<file path="src/rtl/gray_counter_ext.sv">
// gray_counter_ext: parametrised up/down Gray-code counter with count enable,
// saturate/wrap selection, Gray-coded parallel load and boundary flags.
// The binary count is the only real state. The Gray output is registered from
// the same next-state value, so o_gray always encodes o_bin with no lag.
module gray_counter_ext #(
  parameter int unsigned WIDTH     = 4,
  parameter int unsigned RST_VALUE = 0
) (
  input  logic             i_clk,
  input  logic             i_rst_n,
  input  logic             i_en,
  input  logic             i_dir,
  input  logic             i_sat,
  input  logic             i_load,
  input  logic [WIDTH-1:0] i_load_gray,
  output logic [WIDTH-1:0] o_gray,
  output logic [WIDTH-1:0] o_bin,
  output logic             o_wrap,
  output logic             o_at_limit
);

  // Boundary and reset constants, all exactly WIDTH bits wide.
  localparam logic [WIDTH-1:0] MAX_BIN  = '1;
  localparam logic [WIDTH-1:0] ONE      = WIDTH'(1);
  localparam logic [WIDTH-1:0] RST_BIN  = RST_VALUE[WIDTH-1:0];
  localparam logic [WIDTH-1:0] RST_GRAY = RST_BIN ^ (RST_BIN >> 1);

  // Binary to reflected Gray code.
  function automatic logic [WIDTH-1:0] bin2gray(input logic [WIDTH-1:0] b);
    return b ^ (b >> 1);
  endfunction

  // Gray to binary: each binary bit is the XOR of all Gray bits at or above it.
  function automatic logic [WIDTH-1:0] gray2bin(input logic [WIDTH-1:0] g);
    logic [WIDTH-1:0] b;
    b[WIDTH-1] = g[WIDTH-1];
    for (int i = WIDTH - 2; i >= 0; i--) begin
      b[i] = b[i+1] ^ g[i];
    end
    return b;
  endfunction

  logic [WIDTH-1:0] bin_q;
  logic [WIDTH-1:0] gray_q;
  logic             wrap_q;

  logic [WIDTH-1:0] bin_d;
  logic [WIDTH-1:0] gray_d;
  logic             wrap_d;

  logic             at_max;
  logic             at_zero;

  assign at_max  = (bin_q == MAX_BIN);
  assign at_zero = (bin_q == '0);

  // Next binary count and wrap pulse: load beats count, count beats hold.
  always_comb begin
    // NOTE: every output of this block gets a default first, so no path can
    // leave a value unassigned and infer a latch.
    bin_d  = bin_q;
    wrap_d = 1'b0;
    if (i_load) begin
      bin_d = gray2bin(i_load_gray);
    end else if (i_en) begin
      if (i_dir) begin
        if (!at_max) begin
          bin_d = bin_q + ONE;
        end else if (!i_sat) begin
          bin_d  = '0;
          wrap_d = 1'b1;
        end
      end else begin
        if (!at_zero) begin
          bin_d = bin_q - ONE;
        end else if (!i_sat) begin
          bin_d  = MAX_BIN;
          wrap_d = 1'b1;
        end
      end
    end
  end

  // Gray is encoded from the next binary value so both registers load together.
  assign gray_d = bin2gray(bin_d);

  // State registers; reset is asynchronous and overrides any load or count.
  always_ff @(posedge i_clk or negedge i_rst_n) begin
    if (!i_rst_n) begin
      bin_q  <= RST_BIN;
      gray_q <= RST_GRAY;
      wrap_q <= 1'b0;
    end else begin
      // NOTE: sequential state uses non-blocking assignments so every register
      // samples pre-edge values, independent of statement order.
      bin_q  <= bin_d;
      gray_q <= gray_d;
      wrap_q <= wrap_d;
    end
  end

  assign o_bin      = bin_q;
  assign o_gray     = gray_q;
  assign o_wrap     = wrap_q;
  // Limit flag looks only at the current count and the requested direction.
  assign o_at_limit = i_dir ? at_max : at_zero;

endmodule

</file>
<file path="config.mk">
export PLATFORM = sky130hd
export DESIGN_NAME = gray_counter_ext
export DESIGN_NICKNAME = d
export VERILOG_FILES = /design/src/rtl/gray_counter_ext.sv
export SDC_FILE = /design/constraint.sdc
export NUM_CORES = 1
export LEC_CHECK = 0
export ABC_AREA = 1
export CORE_MARGIN = 1
export CORE_UTILIZATION = 40
export CTS_CLUSTER_DIAMETER = 60
export DETAILED_ROUTE_END_ITERATION = 10
export HOLD_SLACK_MARGIN = 0.06
export PLACE_DENSITY = 0.76
export SKIP_CTS_REPAIR_TIMING = 1
export SYNTH_ARGS = -nofsm -noshare
export SYNTH_HDL_FRONTEND = slang
export SYNTH_SLANG_ARGS = --single-unit
</file>
<file path="constraint.sdc">
create_clock -name i_clk -period 1.47 [get_ports i_clk]
set_clock_uncertainty 0.1 [all_clocks]
set_input_delay 0.147 -clock i_clk [delete_from_list [all_inputs] [get_ports i_clk]]
set_output_delay 0.147 -clock i_clk [all_outputs]
set_load 0.1 [all_outputs]
</file>
# [Word-level counts from Yosys, hierarchy flattened]
# Cells that the tools add are included.
[totals] register_bits=9 latchBits=0 mem_bits_rw=0 rom_bits=0 wordCells=25 n_memories=0
[op_classes] add_sub_neg=2 mul=0 div=0 n_lt_le_gt_ge=0 n_eq_ne=1 shifts=0 mux=14 bitwise=4 n_reduce_logical=1
[op_table] operator="$mux W4" n=7
[op_table] operator="$mux W1" n=7
[op_table] operator="$add A4 B1 Y4 const B" n=1
[op_table] operator="$eq A4 B4 Y1 const B" n=1
[op_table] operator="$logic_not A4 Y1" n=1
[op_table] operator="$sub A4 B1 Y4 const B" n=1
[op_table] operator="$xor A4 B3 Y4" n=1
[op_table] operator="$xor A1 B1 Y1" n=3

# [Longest topological paths before layout]
[logic_depth] word_depth=6 mapped_depth=12 mapped_depth_nobuf=12

# [Least setup slack after synthesis]
# Ideal clock, no wire load.
[synth_timing] path_type="register to output" from="register bin_q[1], in the netlist o_bin[1]" to="output o_at_limit" arrival_ns=2.305 t_required_ns=1.223 setup_slack_ns=-1.082 stages_incl_launch_ff=6 path_cell_list="dfrtp_1 ha_1 nand3_1 inv_1 o21ai_0 inv_1"
[synth_between] elab_chain_cells=2 elab_cells_between_ends=3 classes_between="1 x eq/ne; 1 x mux; 1 x reduce/logical"
[synth_rtl] element="start, declared" line_no="43" rtl="logic [WIDTH-1:0] bin_q;"
[synth_rtl] element="start signal, assigned" line_no="96" rtl="bin_q <= bin_d;"
[synth_rtl] element="$eq A4 B4 Y1 / $logic_not A4 Y1 (equally long branches)" line_no="54, 55"
[synth_rtl] element="$mux W1 (*)" line_no="106" rtl="assign o_at_limit = i_dir ? at_max : at_zero;"
[synth_rtl] element="end, declared" line_no="19" rtl="output logic o_at_limit"
# Every way passes the cells marked *; elsewhere a longest branch is shown, timed or not.

# [Worst setup path in the final report]
[layout_timing] from="register bin_q[1], in the netlist o_bin[1]" to="register gray_q[2], in the netlist o_gray[2]"
[layout_between] elab_chain_cells=6 elab_cells_between_ends=10 classes_between="2 x add/sub; 1 x eq/ne; 5 x mux; 1 x bitwise; 1 x reduce/logical"
[layout_rtl] element="$sub A4 B1 Y4, or another cell as far along" line_no="75" rtl="bin_d = bin_q - ONE;"
[layout_rtl] element="$mux W4, on equally long branches" line_no="74, 67"
[layout_rtl] element="$mux W4 (*)" line_no="66" rtl="if (i_dir) begin"
[layout_rtl] element="$mux W4 (*)" line_no="65" rtl="end else if (i_en) begin"
[layout_rtl] element="$mux W4 (*)" line_no="63" rtl="if (i_load) begin"
[layout_rtl] element="$xor A4 B3 Y4 (*)" line_no="30" rtl="return b ^ (b >> 1);"
[layout_rtl] element="via gray_d[2]" line_no="48" rtl="logic [WIDTH-1:0] gray_d;"
[layout_rtl] element="end signal, assigned" line_no="97" rtl="gray_q <= gray_d;"
[layout_rtl] element="end, declared" line_no="44" rtl="logic [WIDTH-1:0] gray_q;"
# Mark *: on every way through the listed nets, which the timed path passes. The rest lies on a longest branch.

==> impl_results.md <==
- R2R cell count: 8
- IO buf count: 19
- Top Ports: 20
- Final Hold Viols: 0
- Cell area power density: 1070 mW/mm²
- Per-cell routed wire length: 13.3 µm
- Headroom to the max-slew limit: 75.5%
- Post-route setup slack: -304 ps
- Worst-Margin Slew: 367 ps
- CP top delay family: flip-flops
- Post-synthesis average cell area: 6.26 µm²
- Outcome: complete, but fails checks
- Drt initial violations: 24
- Sequential element share of the synthesized area: 25.0%
- Critical Path Start Type: register
- Final max-slew violation count: 0
- Most frequent cells in the layout: 40 x nand2_1, 20 x buf_4, 13 x nand2_2, 13 x nand3_1, 10 x buf_12
- Worst path depth: 8
- Number of CTS-inserted buffers: 3
- CTS tree: built
- Core Area: 0.00180 mm²
- Initial Utilization: 44.4%
- Die height: 46.7 µm
- DR pass1 iterations: 4
- Max Cap Viol: 0
- Site Rows: 15
- Max incr delay on CP: 500 ps
- Die width: 46.7 µm
- Leak: 0.000678 µW
- Crit path max fanout: 4
- Commonest non-fill, non-tap cell in the layout: nand2_1
- Crit end category: register
- Placer congestion estimate: 0.966
- CTS root buf: clkbuf_4
- Period utilization: 121%
- Finished Cell Area: 0.00139 mm²
- Total GRT Usage: 25.1%
- CP dominant cell by count: nor2_1
- Via Count: 1006
- CTS Buffer Depth: 2
- Failing checks: negative setup slack
- Number of synthesized register bits: 8
- Synth cell types: 23
- Synth Instances: 128
- Antenna violations before repair: 0
- Pin count of the biggest net entering global routing: 10
- Area growth from synthesis to layout: 73.9%
- First-pass GRT wire length: 3.91 mm
- Fill cells: 127
- Clock sinks: 8
- Crit path buffers/inverters: 0
- CP Data Arrival Time: 1860 ps
- Diodes inserted: 0
- Antenna Nets Post-Route: 0
- Grt ovf: 0
- Share of cells above drive strength 1: 45.5%
- # nets final: 181
- Crit path kind: reg2reg
- Final Critical Period: 1770 ps
- Worst-Skew Late Latency: 250 ps
- Syn Nets: 140
- Reg clk slew, reported paths: 50 ps
- Dpl ws: -243 ps
- Routed wire length: 2.55 mm
- Post-synthesis cell area: 801 µm²
- Post-detail-place hpwl: 1.92 mm
- Maximum clock rate: 564 MHz
- Peak supply drop: 703 µV
- CP required: 1560 ps
- Vias in the first global route: 916
- Ys Warns: 0
- Slowest-stage cell, CP: dfrtp_4
- Die area: 0.00218 mm²
- Number of H-tree levels: 1
- Instance area at placement: 0.00127 mm²
- Hold WC Path Type: in2async
- Final Setup Violations: 8
- DR DRC count: 0
- RSZ-0062 raised after global routing: true
- CP Cell Sequence: ha_4, nor2_1, nor2_1, a21oi_2, nand2_2, a21oi_1, nand3_1, nand2_1
- Vias per Instance: 5.24
-- area by class of cell --
cell class,count,area [µm²],share of cell area [%]
timing repair buffer,39,440,31.6
multi-input combinational,100,612,43.9
clock buffer,3,22.5,1.62
inverter,17,76.3,5.48
sequential,8,210,15.1
tap,25,31.3,2.25
-- flip-flops by register name (all words and copies together) (netlist names) --
name	count
o_wrap	1
o_bin	4
o_gray	3
-- cell families (layout without fill, tap and decap cells) --
family | Yosys count | count (layout) | synth area share (%)
AOI/OAI and AO/OA | 10 | 10 | 8.12
xor gates and xnor gates | 2 | 2 | 3.13
adders and majority gates | 2 | 2 | 3.12
buffers and inverters | 20 | 59 | 11.2
DFF | 8 | 8 | 25.0
and+or+nand+nor | 86 | 86 | 49.4
-- power breakdown --
part | leakage [µW] | internal, µW | total [µW] | switching, µW
Combinational | 0.000571 | 387 | 1010 | 623
Clock | 0.0000138 | 92.9 | 161 | 67.6
Sequential | 0.0000934 | 263 | 317 | 53.9
-- through the flow --
step	cells	util (%)	hold slack [ps]	setup TNS, ps	total power, µW
5_1_grt	192	77.3	93.8	-1860	1560
3_3_place_gp	186	70.3	341	-778	1240
6_report	192	77.3	71.3	-1350	1490
3_5_place_dp	186	70.3	345	-1150	1260
2_1_floorplan	128	-	-249	-1470	899
4_1_cts	189	71.5	85.4	-1070	1420
-- per-layer routing --
| metal | part of all wire, % | vias to the layer above | track usage (%) |
|---|---|---|---|
| li1 | - | 483 | - |
| met1 | 41 | 486 | 31.3 |
| met2 | 55 | 33 | 44.4 |
| met3 | 2.7 | 4 | 4.23 |
| met4 | 1.2 | 0 | 6.86 |
| met5 | 0 | - | 0 |
-- worst paths after layout --
check / start / slack (ps) / end
max: o_bin[1] / -300 / o_gray[2]
max reg2reg: o_bin[1] / -300 / o_gray[2]
max in group asynchronous: i_rst_n / 910 / o_bin[0]
min: i_rst_n / 70 / o_gray[2]
min reg2reg: o_bin[3] / 780 / o_bin[3]
min in group i_clk: i_sat / 500 / o_wrap
-- cell usage after synthesis --
master / number / area, µm²
o21ai_0: 1 / 5.00
buf_4: 2 / 15.0
nand2_2: 6 / 37.5
nor2_2: 1 / 6.26
nand3_1: 16 / 80.1
ha_1: 2 / 25.0
buf_6: 1 / 11.3
nor2_1: 7 / 26.3
a21oi_1: 7 / 35.0
o21ai_2: 1 / 8.76
nand3_2: 2 / 20.0
nand4_1: 1 / 6.26
or2_2: 1 / 6.26
nor4_1: 1 / 6.26
xor2_1: 1 / 8.76
xnor2_2: 1 / 16.3
nand3b_1: 2 / 15.0
inv_2: 4 / 15.0
nand2_1: 48 / 180
inv_1: 13 / 48.8
a21oi_4: 1 / 16.3
dfrtp_1: 8 / 200
nor2_4: 1 / 11.3
Power figures use the tool's default switching activity.
